### config.mk
export PLATFORM = sky130hd
export DESIGN_NAME = lsu_axi
export DESIGN_NICKNAME = d
export VERILOG_FILES = /design/src/rtl/lsu_axi.sv
export SDC_FILE = /design/constraint.sdc
export NUM_CORES = 1
export LEC_CHECK = 0
export ABC_AREA = 1
export BUFFER_PORTS_ARGS = -buffer_cell sky130_fd_sc_hd__clkbuf_2
export CAP_MARGIN = 15
export CELL_PAD_IN_SITES_DETAIL_PLACEMENT = 1
export CELL_PAD_IN_SITES_GLOBAL_PLACEMENT = 1
export CORE_MARGIN = 10
export CORE_UTILIZATION = 31
export CTS_CLUSTER_SIZE = 12
export DETAILED_ROUTE_END_ITERATION = 16
export PLACE_DENSITY = 0.9
export SYNTH_ARGS = -nofsm -noshare
export SYNTH_HDL_FRONTEND = slang
export SYNTH_SLANG_ARGS = --single-unit
### constraint.sdc
create_clock -name clk_i -period 1.9 [get_ports clk_i]
set_input_delay 0.38 -clock clk_i [delete_from_list [all_inputs] [get_ports clk_i]]
set_output_delay 0.38 -clock clk_i [all_outputs]
set_load 0.05 [all_outputs]
### src/rtl/lsu_axi.sv
// Memory-access stage: single-beat AXI4 loads/stores, pass-through for ALU ops.
// Optional YSYX_23060251_LSU_FAULT_EN adds fault_o for non-OKAY R/B responses.
module lsu_axi #(
  parameter int ADDR_W = 32,
  parameter int DATA_W = 32,
  parameter int RD_W   = 5
) (
  input  logic              clk_i,
  input  logic              rst_i,
  input  logic              e_valid_i,
  output logic              M_ready_o,
  input  logic              renMem_i,
  input  logic              wenMem_i,
  input  logic              is_load_signed_i,
  input  logic [1:0]        mask_i,
  input  logic [DATA_W-1:0] res_i,
  input  logic [DATA_W-1:0] wdata_i,
  input  logic              wenReg_i,
  input  logic [RD_W-1:0]   rd_i,
  output logic              mst_ar_valid_o,
  output logic [ADDR_W-1:0] mst_ar_addr_o,
  output logic [2:0]        mst_ar_size_o,
  input  logic              mst_ar_ready_i,
  input  logic              mst_r_valid_i,
  input  logic [DATA_W-1:0] mst_r_data_i,
  input  logic [1:0]        mst_r_resp_i,
  output logic              mst_r_ready_o,
  output logic              mst_aw_valid_o,
  output logic [ADDR_W-1:0] mst_aw_addr_o,
  output logic [2:0]        mst_aw_size_o,
  input  logic              mst_aw_ready_i,
  output logic              mst_w_valid_o,
  output logic [DATA_W-1:0] mst_w_data_o,
  output logic [3:0]        mst_w_strb_o,
  output logic              mst_w_last_o,
  input  logic              mst_w_ready_i,
  input  logic              mst_b_valid_i,
  input  logic [1:0]        mst_b_resp_i,
  output logic              mst_b_ready_o,
  output logic              W_valid_o,
  input  logic              w_ready_i,
  output logic [DATA_W-1:0] w_data_o,
  output logic [RD_W-1:0]   w_rd_o,
  output logic              w_wenReg_o,
`ifdef YSYX_23060251_LSU_FAULT_EN
  output logic              fault_o,
`endif
  output logic              w_renMem_o
);

  typedef enum logic [2:0] {IDLE, RD_ADDR, RD_DATA, WR_REQ, WR_RESP, OUT} state_t;

  state_t              state_q, state_d;
  logic [ADDR_W-1:0]   addr_q;
  logic [DATA_W-1:0]   wdata_q;
  logic [1:0]          mask_q;
  logic                signed_q;
  logic                aw_done_q, w_done_q;
  logic [4:0]          lane_sh;
  logic [DATA_W-1:0]   r_shift;
  logic [DATA_W-1:0]   load_data;
  logic [2:0]          access_size;
  logic [3:0]          strb_base;

  always_ff @(posedge clk_i) begin
    if (rst_i) state_q <= IDLE;
    else       state_q <= state_d;
  end

  always_comb begin
    state_d        = state_q;
    M_ready_o      = 1'b0;
    mst_ar_valid_o = 1'b0;
    mst_r_ready_o  = 1'b0;
    mst_aw_valid_o = 1'b0;
    mst_w_valid_o  = 1'b0;
    mst_b_ready_o  = 1'b0;
    W_valid_o      = 1'b0;
    case (state_q)
      IDLE: begin
        M_ready_o = 1'b1;
        if (e_valid_i) begin
          if (renMem_i)      state_d = RD_ADDR;
          else if (wenMem_i) state_d = WR_REQ;
          else               state_d = OUT;
        end
      end
      RD_ADDR: begin
        mst_ar_valid_o = 1'b1;
        if (mst_ar_ready_i) state_d = RD_DATA;
      end
      RD_DATA: begin
        mst_r_ready_o = 1'b1;
        if (mst_r_valid_i) state_d = OUT;
      end
      WR_REQ: begin
        mst_aw_valid_o = !aw_done_q;
        mst_w_valid_o  = !w_done_q;
        if ((aw_done_q || mst_aw_ready_i) && (w_done_q || mst_w_ready_i)) state_d = WR_RESP;
      end
      WR_RESP: begin
        mst_b_ready_o = 1'b1;
        if (mst_b_valid_i) state_d = OUT;
      end
      OUT: begin
        W_valid_o = 1'b1;
        if (w_ready_i) state_d = IDLE;
      end
      default: state_d = IDLE;
    endcase
  end

  assign lane_sh = {addr_q[1:0], 3'b000};
  assign r_shift = mst_r_data_i >> lane_sh;

  always_comb begin
    load_data = r_shift;
    case (mask_q)
      2'b00:   load_data = {{(DATA_W-8){signed_q & r_shift[7]}}, r_shift[7:0]};
      2'b01:   load_data = {{(DATA_W-16){signed_q & r_shift[15]}}, r_shift[15:0]};
      default: load_data = r_shift;
    endcase
  end

  always_comb begin
    access_size = 3'd2;
    strb_base   = 4'b1111;
    case (mask_q)
      2'b00:   begin access_size = 3'd0; strb_base = 4'b0001; end
      2'b01:   begin access_size = 3'd1; strb_base = 4'b0011; end
      default: begin access_size = 3'd2; strb_base = 4'b1111; end
    endcase
  end

  assign mst_ar_addr_o = addr_q;
  assign mst_ar_size_o = access_size;
  assign mst_aw_addr_o = addr_q;
  assign mst_aw_size_o = access_size;
  assign mst_w_data_o  = wdata_q << lane_sh;
  // Lanes shifted past bit 3 fall off the 4-bit strobe.
  assign mst_w_strb_o  = (state_q == WR_REQ) ? (strb_base << addr_q[1:0]) : '0;
  assign mst_w_last_o  = 1'b1;

`ifdef YSYX_23060251_LSU_FAULT_EN
  logic fault_q;
  assign fault_o = fault_q;
`else
  logic unused_resp;
  assign unused_resp = ^{mst_r_resp_i, mst_b_resp_i};
`endif

  always_ff @(posedge clk_i) begin
    if (rst_i) begin
      addr_q     <= '0;
      wdata_q    <= '0;
      mask_q     <= '0;
      signed_q   <= 1'b0;
      aw_done_q  <= 1'b0;
      w_done_q   <= 1'b0;
      w_data_o   <= '0;
      w_rd_o     <= '0;
      w_wenReg_o <= 1'b0;
      w_renMem_o <= 1'b0;
`ifdef YSYX_23060251_LSU_FAULT_EN
      fault_q    <= 1'b0;
`endif
    end else begin
      if (state_q == IDLE && e_valid_i) begin
        addr_q     <= res_i[ADDR_W-1:0];
        wdata_q    <= wdata_i;
        mask_q     <= mask_i;
        signed_q   <= is_load_signed_i;
        aw_done_q  <= 1'b0;
        w_done_q   <= 1'b0;
        w_data_o   <= res_i;
        w_rd_o     <= rd_i;
        w_wenReg_o <= wenReg_i & ~wenMem_i;
        w_renMem_o <= renMem_i;
`ifdef YSYX_23060251_LSU_FAULT_EN
        fault_q    <= 1'b0;
`endif
      end
      if (mst_aw_valid_o && mst_aw_ready_i) aw_done_q <= 1'b1;
      if (mst_w_valid_o && mst_w_ready_i)   w_done_q  <= 1'b1;
      if (state_q == RD_DATA && mst_r_valid_i) begin
        w_data_o <= load_data;
`ifdef YSYX_23060251_LSU_FAULT_EN
        if (mst_r_resp_i != 2'b00) begin
          fault_q    <= 1'b1;
          w_wenReg_o <= 1'b0;
        end
`endif
      end
`ifdef YSYX_23060251_LSU_FAULT_EN
      if (state_q == WR_RESP && mst_b_valid_i && mst_b_resp_i != 2'b00) fault_q <= 1'b1;
`endif
    end
  end

endmodule

Word-level counts from Yosys, hierarchy flattened
Index checks and enable logic that the tools add are counted.
Widths: inputs -> output; s select.

storage, ports and cells
  output and inout port bits = 153
  bits of input ports = 120
  word-level logic and storage cells = 70
  flip-flop bits (word level) = 111

operators by class
  muxes and demuxes = 25
  shifts and indexed selects = 3
  bitwise logic cells = 4
  reductions and logical operators = 15
  equal/unequal tests = 12

operators with widths
  operator            count
  $mux 32             2
  $pmux 32 s2         1
  $shl 32x5->32       1
  $shr 32x5->32       1
  $mux 3              8
  $pmux 3 s6          1
  $ne 2x2->1 const B  6
  $mux 1              10
  $pmux 4 s2          1
  $eq 3x2->1 const B  2
  $eq 3x3->1 const B  2
  $reduce_and 6->1    1
  $reduce_bool 2->1   3
  $logic_and 1x1->1   5
  $mux 4              1
  $pmux 2 s2          1
  $shl 4x2->4         1
  $and 1x1->1         3
  $eq 3x1->1 const B  1
  $logic_not 3->1     1
  $eq 2x1->1 const B  1
  $logic_not 1->1     2
  $logic_not 2->1     1
  $logic_or 1x1->1    2
  $not 1->1           1

Longest topological paths before layout
  depth after elaboration = 4
  depth in mapped cells = 13
  depth with buffers taken out = 10

Worst setup path after synthesis
No wires, ideal clock.

  path kind = register -> output
  start = register addr_q[0], in the netlist mst_ar_addr_o[0]
  end = output mst_w_strb_o[2]
  data arrival time = 2.651 ns
  path slack = -1.131 ns
  cell stages (with the launch flop) = 6
  required time = 1.520 ns
  path through = dfxtp_1 > buf_2 > buf_2 > clkbuf_1 > nand2_1 > a221oi_1

on the way
  word-level cells in the longest chain between the ends = 2

ends and longest elaborated chain
  item                    line  source
  start, declared         54    logic [ADDR_W-1:0] addr_q;
  start signal, assigned  169   addr_q <= res_i[ADDR_W-1:0];
  $shl 4x2->4             141   assign mst_w_strb_o = (state_q == WR_REQ) ? (strb_base << addr_q[1:0]) : '0;
  $mux 4                  141
  end, declared           34    output logic [3:0] mst_w_strb_o,

No other way between the ends.

Worst setup path in the final report
  start = register addr_q[0], in the netlist mst_ar_addr_o[0]
  end = output mst_w_data_o[20]

on the way
  word-level cells in the longest chain between the ends = 1

ends and longest elaborated chain
  item           line  source
  $shl 32x5->32  139   assign mst_w_data_o = wdata_q << lane_sh;
  end, declared  33    output logic [DATA_W-1:0] mst_w_data_o,

No other way between the ends.

==> metrics <==
outcome=complete, but fails checks; failing checks=negative setup slack; worst hold path type=primary input to flip-flop; Worst Path Buf+Inv=3; Post-route DRC=0; FP Rows=49; Die H=155 um; final worst slack=-78.3 ps; final wirelength=about 27,000 um; Clock Pin Slew Worst Setup and Hold Paths=~80 ps; # H-tree levels=3; CP Class=flip-flop to output pin; die width=around 160 um; Place WS=about 120 ps; worst-path fanout max=11; WP data required=between 1500 and 2000 ps; CP endpoint kind=output pin; max incr delay on CP=around 430 ps; total grt overflow=0; clk sinks=between 100 and 150; period utilization=104%; commonest cells after routing, fill and taps aside=clkbuf_2 (228), nand2_1 (205), dfxtp_1 (107), a21oi_1 (89), nor2_1 (77); area grow syn2layout=52.3%; CP arrival=1600 ps; I/O pins=around 270; final hold violation count=0; Cell Chain, Critical Path=inv_8 > clkbuf_16 > a21oi_4 > o21ai_2 > o21ai_4 > buf_12; number of synthesis warnings=0; Setup-failing EPs final=23; Crit path max-delay family=buffers and inverters; Final ANT Viol Nets=0; Synth Area in Compound Gates=20.3%; PnR Total Power=between 10,000 and 15,000 uW; maximum vdd drop=0.729 mV; GPL Wtd Cong=~0.86; number of antenna violations at the first check in global routing=3; Worst setup SP type=flip-flop; initial DRC count=333; CTS Hold Bufs=0; XOR/XNOR share of the synthesized area=0%; first-pass GRT wire length=slightly above 40,000 um; Starting Density=about a third; Max Freq=between 0.5 and 0.6 GHz; Core ar.=roughly 18,000 sq um; Tmin final=slightly below 2000 ps; Netlist Area Pre-Place=around 5700 sq um; Clock Latency Late Sink=roughly 360 ps; cell at the slowest stage of the critical path=dfxtp_4; Worst Hold Margin=between 200 and 250 ps; Synth area leader=dfxtp_1; largest family of logic cells by synthesized area=simple AND/OR/NAND/NOR gates; final count of pins violating max slew=0; die area=between 20,000 and 25,000 sq um; max cap viols=0; via count=between 6,000 and 7,000; fillers=approximately 2,300; share of the synthesized area in the top cell type=around two fifths; vias in the first global route=~7,400; post-synthesis register bit count=111; post-synthesis mux area share=0%; post-layout util=between 40% and 50%; nets=about 1,200; root buf cell=clkbuf_16; Avg Vias per Cell=between 5 and 6; Leakage=approximately 0.004 uW; Global Route Usage Sum=around a fifth; most common cell after layout, fill and taps aside=clkbuf_2; Distinct cells, synth=27; largest cells by area after synthesis=dfxtp_1 (39%), nand2_1 (14%), a21oi_1 (9.8%); Pre-Repair DR Iteration Count=4; Max Buffers Root-to-Sink=2; Synth Area per Inst=between 6 and 7 sq um; layout cells sized above 1=39.5%; RSZ-0062 raised after global routing=true; WL/cell=approximately 21 um; Setup TNS Final=-882 ps; sequential share of the synthesized area=39.3%; port bufs=~270; largest net degree at the start of global routing=72; hpwl dp=about 20,000 um; Clock Skews=roughly 9 ps; Mapped Cells=857; Synth Area in Simple Gates=a little over a quarter; TritonCTS clock tree=done; PwrDens=1650 nW/um^2; Synth Area in Adders=0%; CTS buffer count=9
==> cells by family after synthesis <==
group                  Yosys count
flip-flops                     111
AO/OA/AOI/OAI                  225
other                            2
buffers and inverters          140
AND/OR/NAND/NOR                379
==> final timing paths <==
path,endpoint,depth (start not counted),slack [ps],start
max,mst_w_data_o[20],6,-80,mst_ar_addr_o[0]$_SDFFE_PP0P_
min,w_rd_o[4]$_SDFFE_PP0P_,3,240,rd_i[4]
max reg2reg,w_data_o[5]$_SDFFE_PP0P_,7,90,mst_ar_addr_o[0]$_SDFFE_PP0P_
min reg2reg,w_data_o[14]$_SDFFE_PP0P_,2,470,w_data_o[14]$_SDFFE_PP0P_
==> layout make-up <==
type,count,area (sq um),area share [%]
diodes,2,5.00,0.0581
clock inverters,6,85.1,0.988
multi-input cells,607,3300,38.3
repair buffers,306,2290,26.7
well taps,229,287,3.33
clock buffers,10,229,2.66
flip-flops and latches,111,2230,25.9
inverters,43,176,2.05
==> registers in the layout, summed over array words and instances, names as in the netlist <==
name	cells
mst_ar_addr_o	32
w_data_o	32
wdata_q	32
w_rd_o	5
state_q	3
mask_q	2
aw_done_q	1
signed_q	1
w_done_q	1
w_renMem_o	1
w_wenReg_o	1
==> synth_stat cells <==
library cell,count
nand3_2,1
o21bai_1,1
o21ai_0,103
clkbuf_1,26
nor2_4,1
buf_6,5
conb_1,2
nand2_2,1
a31oi_1,8
buf_4,41
nor2_2,1
nand4_1,3
or2_2,7
nor2_1,99
inv_2,5
nand3b_1,1
buf_1,5
nand2_1,212
buf_2,20
o31ai_1,1
a221oi_1,1
nor3_1,4
nand3_1,49
inv_1,37
a21oi_1,111
dfxtp_1,111
clkinv_1,1
==> per-stage QoR <==
step	area (sq um)	cells
floorplan	6080	858
global placement	7710	1285
detailed placement	7710	1285
CTS	8400	1308
global route	8610	1314
finish	8610	1314
==> where the power goes <==
group          switching [uW]  total [uW]  internal (uW)
clock                     926        2080           1150
combinational            6110        8820           2720
sequential                403        3320           2910
total                    7440       14200           6790
==> worst reg2reg max path, stage by stage (launching register included) <==
cell and delay, ps:
dfxtp_4 400, buf_4 160, bufbuf_16 280, or2_2 290
o21ai_0 100, o21ai_0 110, o21ai_0 300, nor2_1 70
==> timing repair <==
action	in CTS	in global routing
pin swaps	2	5
cloned	3	2
buffers inserted	4	2
resized for setup	76	45
setup endpoints to repair	38	52
==> layer usage <==
layer  GRT usage (%)  up-vias  part of all wire, %  wire [um]
met4            13.0        0                  5.5       1520
met2            35.1      252                   48      13300
li1                -     3203                    -          -
met3            5.68       82                  6.2       1710
met1            23.5     3207                   40      11000
met5               0        -                    0          0
(Power assumes the default switching activity.)
